==> src/rtl/countdown_core.sv <==
// countdown_core: keypad-driven DIGITS-wide BCD countdown with built-in tick prescaler.
// Optional pause/resume on the start key is enabled by defining COUNTDOWN_PAUSE_EN.
module countdown_core #(
  parameter int DIGITS   = 4,
  parameter int TICK_DIV = 100000000
) (
  input  logic                  clk,
  input  logic                  rst_n,
  input  logic                  key_num_valid,
  input  logic [3:0]            key_num,
  input  logic                  key_start,
  input  logic                  key_confirm,
  input  logic                  key_clear,
  output logic [4*DIGITS-1:0]   set_bcd,
  output logic [4*DIGITS-1:0]   rem_bcd,
  output logic [DIGITS-1:0]     digit_en,
  output logic [2:0]            state,
  output logic                  done
);

  localparam int W  = 4 * DIGITS;
  localparam int PW = (TICK_DIV > 1) ? $clog2(TICK_DIV) : 1;

  typedef enum logic [2:0] {
    S_IDLE  = 3'd0,
    S_ENTRY = 3'd1,
    S_RUN   = 3'd2,
    S_DONE  = 3'd3,
    S_PAUSE = 3'd4
  } state_e;

  typedef enum logic [2:0] {
    K_NONE,
    K_CLEAR,
    K_CONFIRM,
    K_START,
    K_NUM
  } key_e;

  state_e        st;
  key_e          key;
  logic [PW-1:0] psc;
  logic          wrap;
  logic [W-1:0]  shifted;
  logic [W-1:0]  dec;

  function automatic logic [W-1:0] bcd_dec(
    input logic [W-1:0] v
  );
    logic [W-1:0] r;
    logic         borrow;
    r      = v;
    borrow = 1'b1;
    for (int i = 0; i < DIGITS; i++) begin
      if (borrow) begin
        if (v[4*i +: 4] == 4'd0) begin
          r[4*i +: 4] = 4'd9;
        end else begin
          r[4*i +: 4] = v[4*i +: 4] - 4'd1;
          borrow      = 1'b0;
        end
      end
    end
    return r;
  endfunction

  // Only the highest-priority pulse is seen by the FSM.
  always_comb begin
    key = K_NONE;
    priority case (1'b1)
      key_clear:     key = K_CLEAR;
      key_confirm:   key = K_CONFIRM;
      key_start:     key = K_START;
      key_num_valid: key = K_NUM;
      default:       key = K_NONE;
    endcase
  end

  assign wrap    = (psc == PW'(TICK_DIV - 1));
  assign shifted = (set_bcd << 4) | W'(key_num);
  assign dec     = bcd_dec(rem_bcd);
  assign state   = st;

  always_ff @(posedge clk or negedge rst_n) begin
    if (!rst_n) begin
      st       <= S_IDLE;
      set_bcd  <= '0;
      rem_bcd  <= '0;
      digit_en <= '0;
      done     <= 1'b0;
      psc      <= '0;
    end else begin
      done <= 1'b0;
      unique case (st)
        S_IDLE: begin
          if (key == K_START) begin
            st       <= S_ENTRY;
            set_bcd  <= '0;
            rem_bcd  <= '0;
            digit_en <= '1;
          end
        end
        S_ENTRY: begin
          unique case (key)
            K_CLEAR: set_bcd <= '0;
            K_CONFIRM: begin
              if (set_bcd != '0) begin
                rem_bcd <= set_bcd;
                psc     <= '0;
                st      <= S_RUN;
              end
            end
            K_NUM: begin
              if (key_num < 4'd10)
                set_bcd <= shifted;
            end
            default: ;
          endcase
        end
        S_RUN: begin
          if (key == K_CLEAR) begin
            st      <= S_ENTRY;
            set_bcd <= '0;
            rem_bcd <= '0;
          end
`ifdef COUNTDOWN_PAUSE_EN
          else if (key == K_START) begin
            st <= S_PAUSE;
          end
`endif
          else if (wrap) begin
            psc     <= '0;
            rem_bcd <= dec;
            if (dec == '0) begin
              st   <= S_DONE;
              done <= 1'b1;
            end
          end else begin
            psc <= psc + 1'b1;
          end
        end
        S_DONE: begin
          if (key == K_CLEAR) begin
            st       <= S_IDLE;
            set_bcd  <= '0;
            rem_bcd  <= '0;
            digit_en <= '0;
          end else if (key == K_START) begin
            st      <= S_ENTRY;
            set_bcd <= '0;
            rem_bcd <= '0;
          end
        end
`ifdef COUNTDOWN_PAUSE_EN
        S_PAUSE: begin
          if (key == K_CLEAR) begin
            st      <= S_ENTRY;
            set_bcd <= '0;
            rem_bcd <= '0;
          end else if (key == K_START) begin
            st <= S_RUN;
          end
        end
`endif
        default: begin
          st       <= S_IDLE;
          set_bcd  <= '0;
          rem_bcd  <= '0;
          digit_en <= '0;
        end
      endcase
    end
  end

endmodule

==> config.mk <==
export PLATFORM = sky130hd
export DESIGN_NAME = countdown_core
export DESIGN_NICKNAME = d
export VERILOG_FILES = /design/src/rtl/countdown_core.sv
export SDC_FILE = /design/constraint.sdc
export NUM_CORES = 1
export LEC_CHECK = 0
export ABC_CLOCK_PERIOD_IN_PS = 5330
export CORE_MARGIN = 2
export CORE_UTILIZATION = 35
export CTS_CLUSTER_SIZE = 16
export DETAILED_ROUTE_END_ITERATION = 8
export GPL_TIMING_DRIVEN = 0
export HOLD_SLACK_MARGIN = 0.15
export PLACE_DENSITY = 0.6
export SKIP_LAST_GASP = 1
export SLEW_MARGIN = 20
export SYNTH_ARGS = -nofsm -noshare
export SYNTH_HDL_FRONTEND = slang
export SYNTH_SLANG_ARGS = --single-unit
==> constraint.sdc <==
create_clock -name clk -period 5.33 [get_ports clk]
set_input_delay 1.066 -clock clk [delete_from_list [all_inputs] [get_ports clk]]
set_output_delay 1.066 -clock clk [all_outputs]
set_load 0.02 [all_outputs]
==> flow_summary.yaml <==
pwr:
  intPower_w: 0.000821
  p_leak_nw: 1.79
  sw_frac_of_total: 0.233
  ir_drop_mv: 0.131
  clockPowerShare: 0.486
  switching_power_w: 0.000249
  power_frac_comb: 0.058
  powerDensity_mw_per_mm2: 235
  seqPwrFrac: 0.456
yosys:
  synth_edf_count: 0
  synth_cell_type_count: 57
  async_flop_share: 1.00
  netlist.area_leader.share: 0.441
  yosysTopAreaCell: "dfrtp_1"
  synth_nets: 430
  synth-seq-area-share: 0.441
  ys.flop_type: "dfrtp_1"
  netlist_area_sq_mm: 0.00363
  yosys-top-cells-area: "dfrtp_1, o21ai_0, nand2_1"
  synth_area_per_cell_sq_um: 8.67
  synthCells: 419
  ys_warn_count: 0
  yosys_register_bits: 64
run_status:
  status: "finished, final reports clean"
clock_network:
  clockRootBuffer: "clkbuf_8"
  clk_latency_ns: 0.35
  ctsLongestPathBuffers: 2
  post-cts-setup-buffer-count: 0
  clk_pin_slew_ns: 0.08
  htree_levels: 3
  numCtsBuffers: 9
  hold_buffers: 0
  clkSinkCount: 64
  cts_tree: "yes"
  postCtsResizedCells: 0
floorplan:
  dieArea_sq_mm: 0.0112
  die_y_microns: 106
  initial_core_util: 0.357
  core_area_sq_mm: 0.0102
  pin_count: 50
  num_rows: 37
  fp.dieW_microns: 106
sta:
  finalSetupViolCount: 0
  rsz0062_at_grt: "no"
  layout_setup_ws_ns: 2.36
  slew_violations: 0
  finalHoldViolCount: 0
  fin_crit_sh: 0.558
  tightest_slew_ns: 0.779
  finalClockSkew_ns: 0.0192
  max-slew-margin-rel: 0.476
  fin_crit_ns: 2.97
  setup_tns_ns: 0
  fmax_mhz: 336
  whs_ns: 0.499
global_route:
  gr-total-overflow: 0
  grt_pass1_vias: 3365
  grt_pass1_wl_microns: 17500
  grt_max_degree: 47
  track_usage: 0.195
  antenna_found_initial: 1
critical_path:
  cp_max_fo: 10
  cp-start-kind: "input port"
  cp.required_ns: 5.55
  cp-end-kind: "flip-flop"
  critPathKind: "in2reg"
  worstPathArrival_ns: 3.19
drt:
  avgRoutedWirePerCell_microns: 17.0
  vias: 3585
  drt_iter0_markers: 180
  first_pass_iters: 4
  drc: 0
  vias_per_cell: 5.77
  antenna_left: 0
  routed_wl_microns: 10500
final_layout:
  fillers: 1005
  layout_common_cells: "dfrtp_1, o21ai_0, nand2_1"
  multi_input_area_sq_mm: 0.00188
  seq_area_sq_mm: 0.00160
  drive_above_1_share: 0.0930
  fin_nets: 490
  area_delta_synth_final_pct: 25.6
  final_common_cell: "dfrtp_1"
placed_design:
  gp_congestion: 0.827
  place_hpwl_microns: 7630
  port_buffers: 48
  place_ws_ns: 2.02
min_path:
  hp-class: "reg2reg"
flow_run:
  drv_cap: 0
critical path: stages:
cell      delay [ns]
clkbuf_1        0.22
nor3b_1         0.44
nor2b_1         0.24
buf_2           0.25
a31o_2          0.21
clkbuf_1        0.41
o21ai_0         0.17
nand2_1         0.10
o21ai_0         0.08
path summary, 6_finish.rpt:
path                           start  slack (ns)     endpoint  cells after the start
max                        key_clear        2.36       psc[2]                      9
min                          psc[26]        0.50      psc[26]                      1
max reg2reg                   psc[0]        2.62      psc[25]                      8
min reg2reg                  psc[26]        0.50      psc[26]                      1
max in group asynchronous      rst_n        4.21  rem_bcd[15]                      2
min in group asynchronous      rst_n        0.59   set_bcd[0]                      1
synthesized netlist by cell type (5+ instances only):
cell      number
a21oi_1       25
a22o_1        18
a31oi_1       15
nand4_1       11
nor4_1        10
dfrtp_1       64
clkbuf_1      13
nand2b_1       6
buf_2          6
inv_1          6
nand3_1       15
o31ai_1        6
nand2_1       49
or3_1          5
nor2_1        28
a22oi_1        5
nor3_1        14
o21ai_0       57
kinds of logic (layout without fill, tap and decap cells):
logic type / after synthesis / in the layout / synth area share
muxes: 1 / 1 / 0.00276
other: 1 / 2 / 0.00103
buffers and inverters: 31 / 96 / 0.0434
AOI/OAI and AO/OA: 148 / 148 / 0.256
DFF: 64 / 64 / 0.441
and+or+nand+nor: 172 / 172 / 0.250
xor gates and xnor gates: 1 / 1 / 0.00241
adders and majority gates: 1 / 1 / 0.00344
metal layers:
metal | track usage | wire length (microns) | vias to the layer above
li1 | - | - | 1696
met1 | 0.273 | 4900 | 1744
met2 | 0.304 | 4780 | 127
met3 | 0.0359 | 650 | 18
met4 | 0.0695 | 200 | 0
met5 | 0 | 0 | -
flip-flops by register name, indices dropped and copies added (netlist names):
signal	count
state	3
rem_bcd	16
psc	27
digit_en	1
done	1
set_bcd	16
per-stage QoR:
stage	cell area (sq um)	std cells	power [W]	utilization
2_1_floorplan	3630	419	0.000527	-
3_3_place_gp	4280	603	0.000558	0.421
3_5_place_dp	4310	604	0.000561	0.423
4_1_cts	4550	620	0.00108	0.447
5_1_grt	4560	620	0.00111	0.448
6_report	4560	621	0.00107	0.448
layout make-up:
class / instances / share of cell area
flip-flops and latches: 64 / 0.351
well taps: 136 / 0.0373
inverters: 6 / 0.00494
clock inverters: 7 / 0.0263
clock buffers: 9 / 0.0272
plain buffers: 25 / 0.0296
diodes: 1 / 0.000549
repair buffers: 49 / 0.111
multi-input cells: 324 / 0.412
power by group through the flow:
stage / combinational [W] / clock [W] / sequential (W)
global placement: 0.0000597 / 0 / 0.000498
global route: 0.0000687 / 0.000551 / 0.000489
CTS: 0.0000625 / 0.000530 / 0.000489
finish: 0.0000617 / 0.000520 / 0.000489
detailed placement: 0.0000625 / 0 / 0.000498
floorplan: 0.0000270 / 0 / 0.000500
Power figures use the tool's default switching activity.
==> patch, RTL diff (config.mk and constraints unchanged) <==
The option `COUNTDOWN_PAUSE_EN` is turned on by a define.
--- a/src/rtl/countdown_core.sv
+++ b/src/rtl/countdown_core.sv
@@ -1,5 +1,7 @@
 // countdown_core: keypad-driven DIGITS-wide BCD countdown with built-in tick prescaler.
 // Optional pause/resume on the start key is enabled by defining COUNTDOWN_PAUSE_EN.
+`define COUNTDOWN_PAUSE_EN
+
 module countdown_core #(
   parameter int DIGITS   = 4,
   parameter int TICK_DIV = 100000000
Formal check against the unedited RTL: not equivalent (Yosys sat finds a counterexample within 10 cycles, from zero or initial values and one cycle with rst_n low).
==> patch against the unedited design <==
- critical path depth decreased by 1
- cell area up 2.7%
- routed wire length shrank 0.15%
- worst setup slack got worse by 0.074 ns
- synthesized area rose by 4.9%
- sequential cell count stayed put
- critical path type unchanged
- critical endpoint is now psc[12]
- highest routed layer unchanged
Power is not compared: it rests on default switching activity, and its combinational part moved more than twofold at a synthesized area within 25%.
==> patch: results (changes against the unedited design) <==
* Met1 WL at 4.76 mm (-2.9%)
* Overall routing resource usage at 18.9% (-0.61 points)
* Logic inverters at 7 (+1)
* Multi-input combinational area share at 43.6% (+2.4 points)
* Cell family with most CP delay: simple AND/OR/NAND/NOR gates
* Non-clk bufs at 75 (+1.4%)
* Avg Cell Area, Syn at 9.07 um2 (+4.6%)
* Clk cell area share at 3.87% (-1.5 points)
* Layout non-clock buf frac at 14.0% (-0.017 points)
* Delay of the slowest critical-path stage at 0.53 ns (+0.09 ns)
* GPL Wtd Cong at 0.925 (+12%)
* Sequential portion of the cell area at 34.2% (-0.91 points)
* Synth cell types at 66 (+16%)
* DRT iter0 DRCs at 233 (+29%)
* Layout area overhead at 22.9%
* Worst path slowest cell: or4b_1
* Vias per inst at 5.68 (-1.6%)
* Setup Skew at 0.00720 ns (-0.0120 ns)
* Top cells by area, synth: dfrtp_1 42%, o21ai_0 5.3%, a22o_1 5.1%
* Status: completed
* Clk_buf instances at 10 (+1)
* Post-synthesis xor/xnor area fraction at 0.460% (+0.22 points)
* Largest net degree at the start of global routing at 56 (+19%)
* TritonRoute pass-1 iters at 6 (+2)
* FFs & Latches at 64 (unchanged)
* Sequential-to-total area share from yosys stat at 42.0% (-2.1 points)
* Syn_nets at 433 (+0.70%)
* N_diodes at 0 (-1)
* Layout cells sized above 1 at 11.3% (+2.0 points)
* Routed WL at 10.5 mm (-0.15%)
* Placed insts at 610 (+0.99%)
* Port Buffers at 49 (+2.1%)
* WP data arrival at 3.30 ns (+0.11 ns)
* Vias in the first global route at 3446 (+2.4%)
* Post-Synth Adder-Cell Area at 0.985% (+0.64 points)
* Met3 Resource Use GR at 3.92% (+0.33 points)
* Met2 Usage GRT at 32.0% (+1.6 points)
* Metal2 WL at 5.11 mm (+6.8%)
[patch: changes by cell type after synthesis, sizes merged, moves of 7 or more]
cell	before	now
nand3	15	8
a31oi	15	7
o21ai	59	52
o31ai	6	14
nor2	28	40
nand2	49	42
[patch: power groups by stage]
stage / Sequential (mW) / Combinational, mW / Clock [mW]
final: 0.563 / 0.677 / 0.393
after global routing: 0.569 / 0.738 / 0.425
after CTS: 0.563 / 0.677 / 0.402
after detailed placement: 0.573 / 0.675 / 0
after global placement: 0.572 / 0.667 / 0
after floorplan: 0.598 / 0.438 / 0
[patch: final timing paths]
kind	from	endpoint	slack (ns)
worst max-delay path	key_clear	psc[12]	2.28
worst min-delay path	psc[7]	psc[7]	0.49
worst max register to register	rem_bcd[0]	rem_bcd[13]	2.69
worst min register to register	psc[7]	psc[7]	0.49
max in group asynchronous	rst_n	psc[20]	4.26
min in group asynchronous	rst_n	rem_bcd[13]	0.54
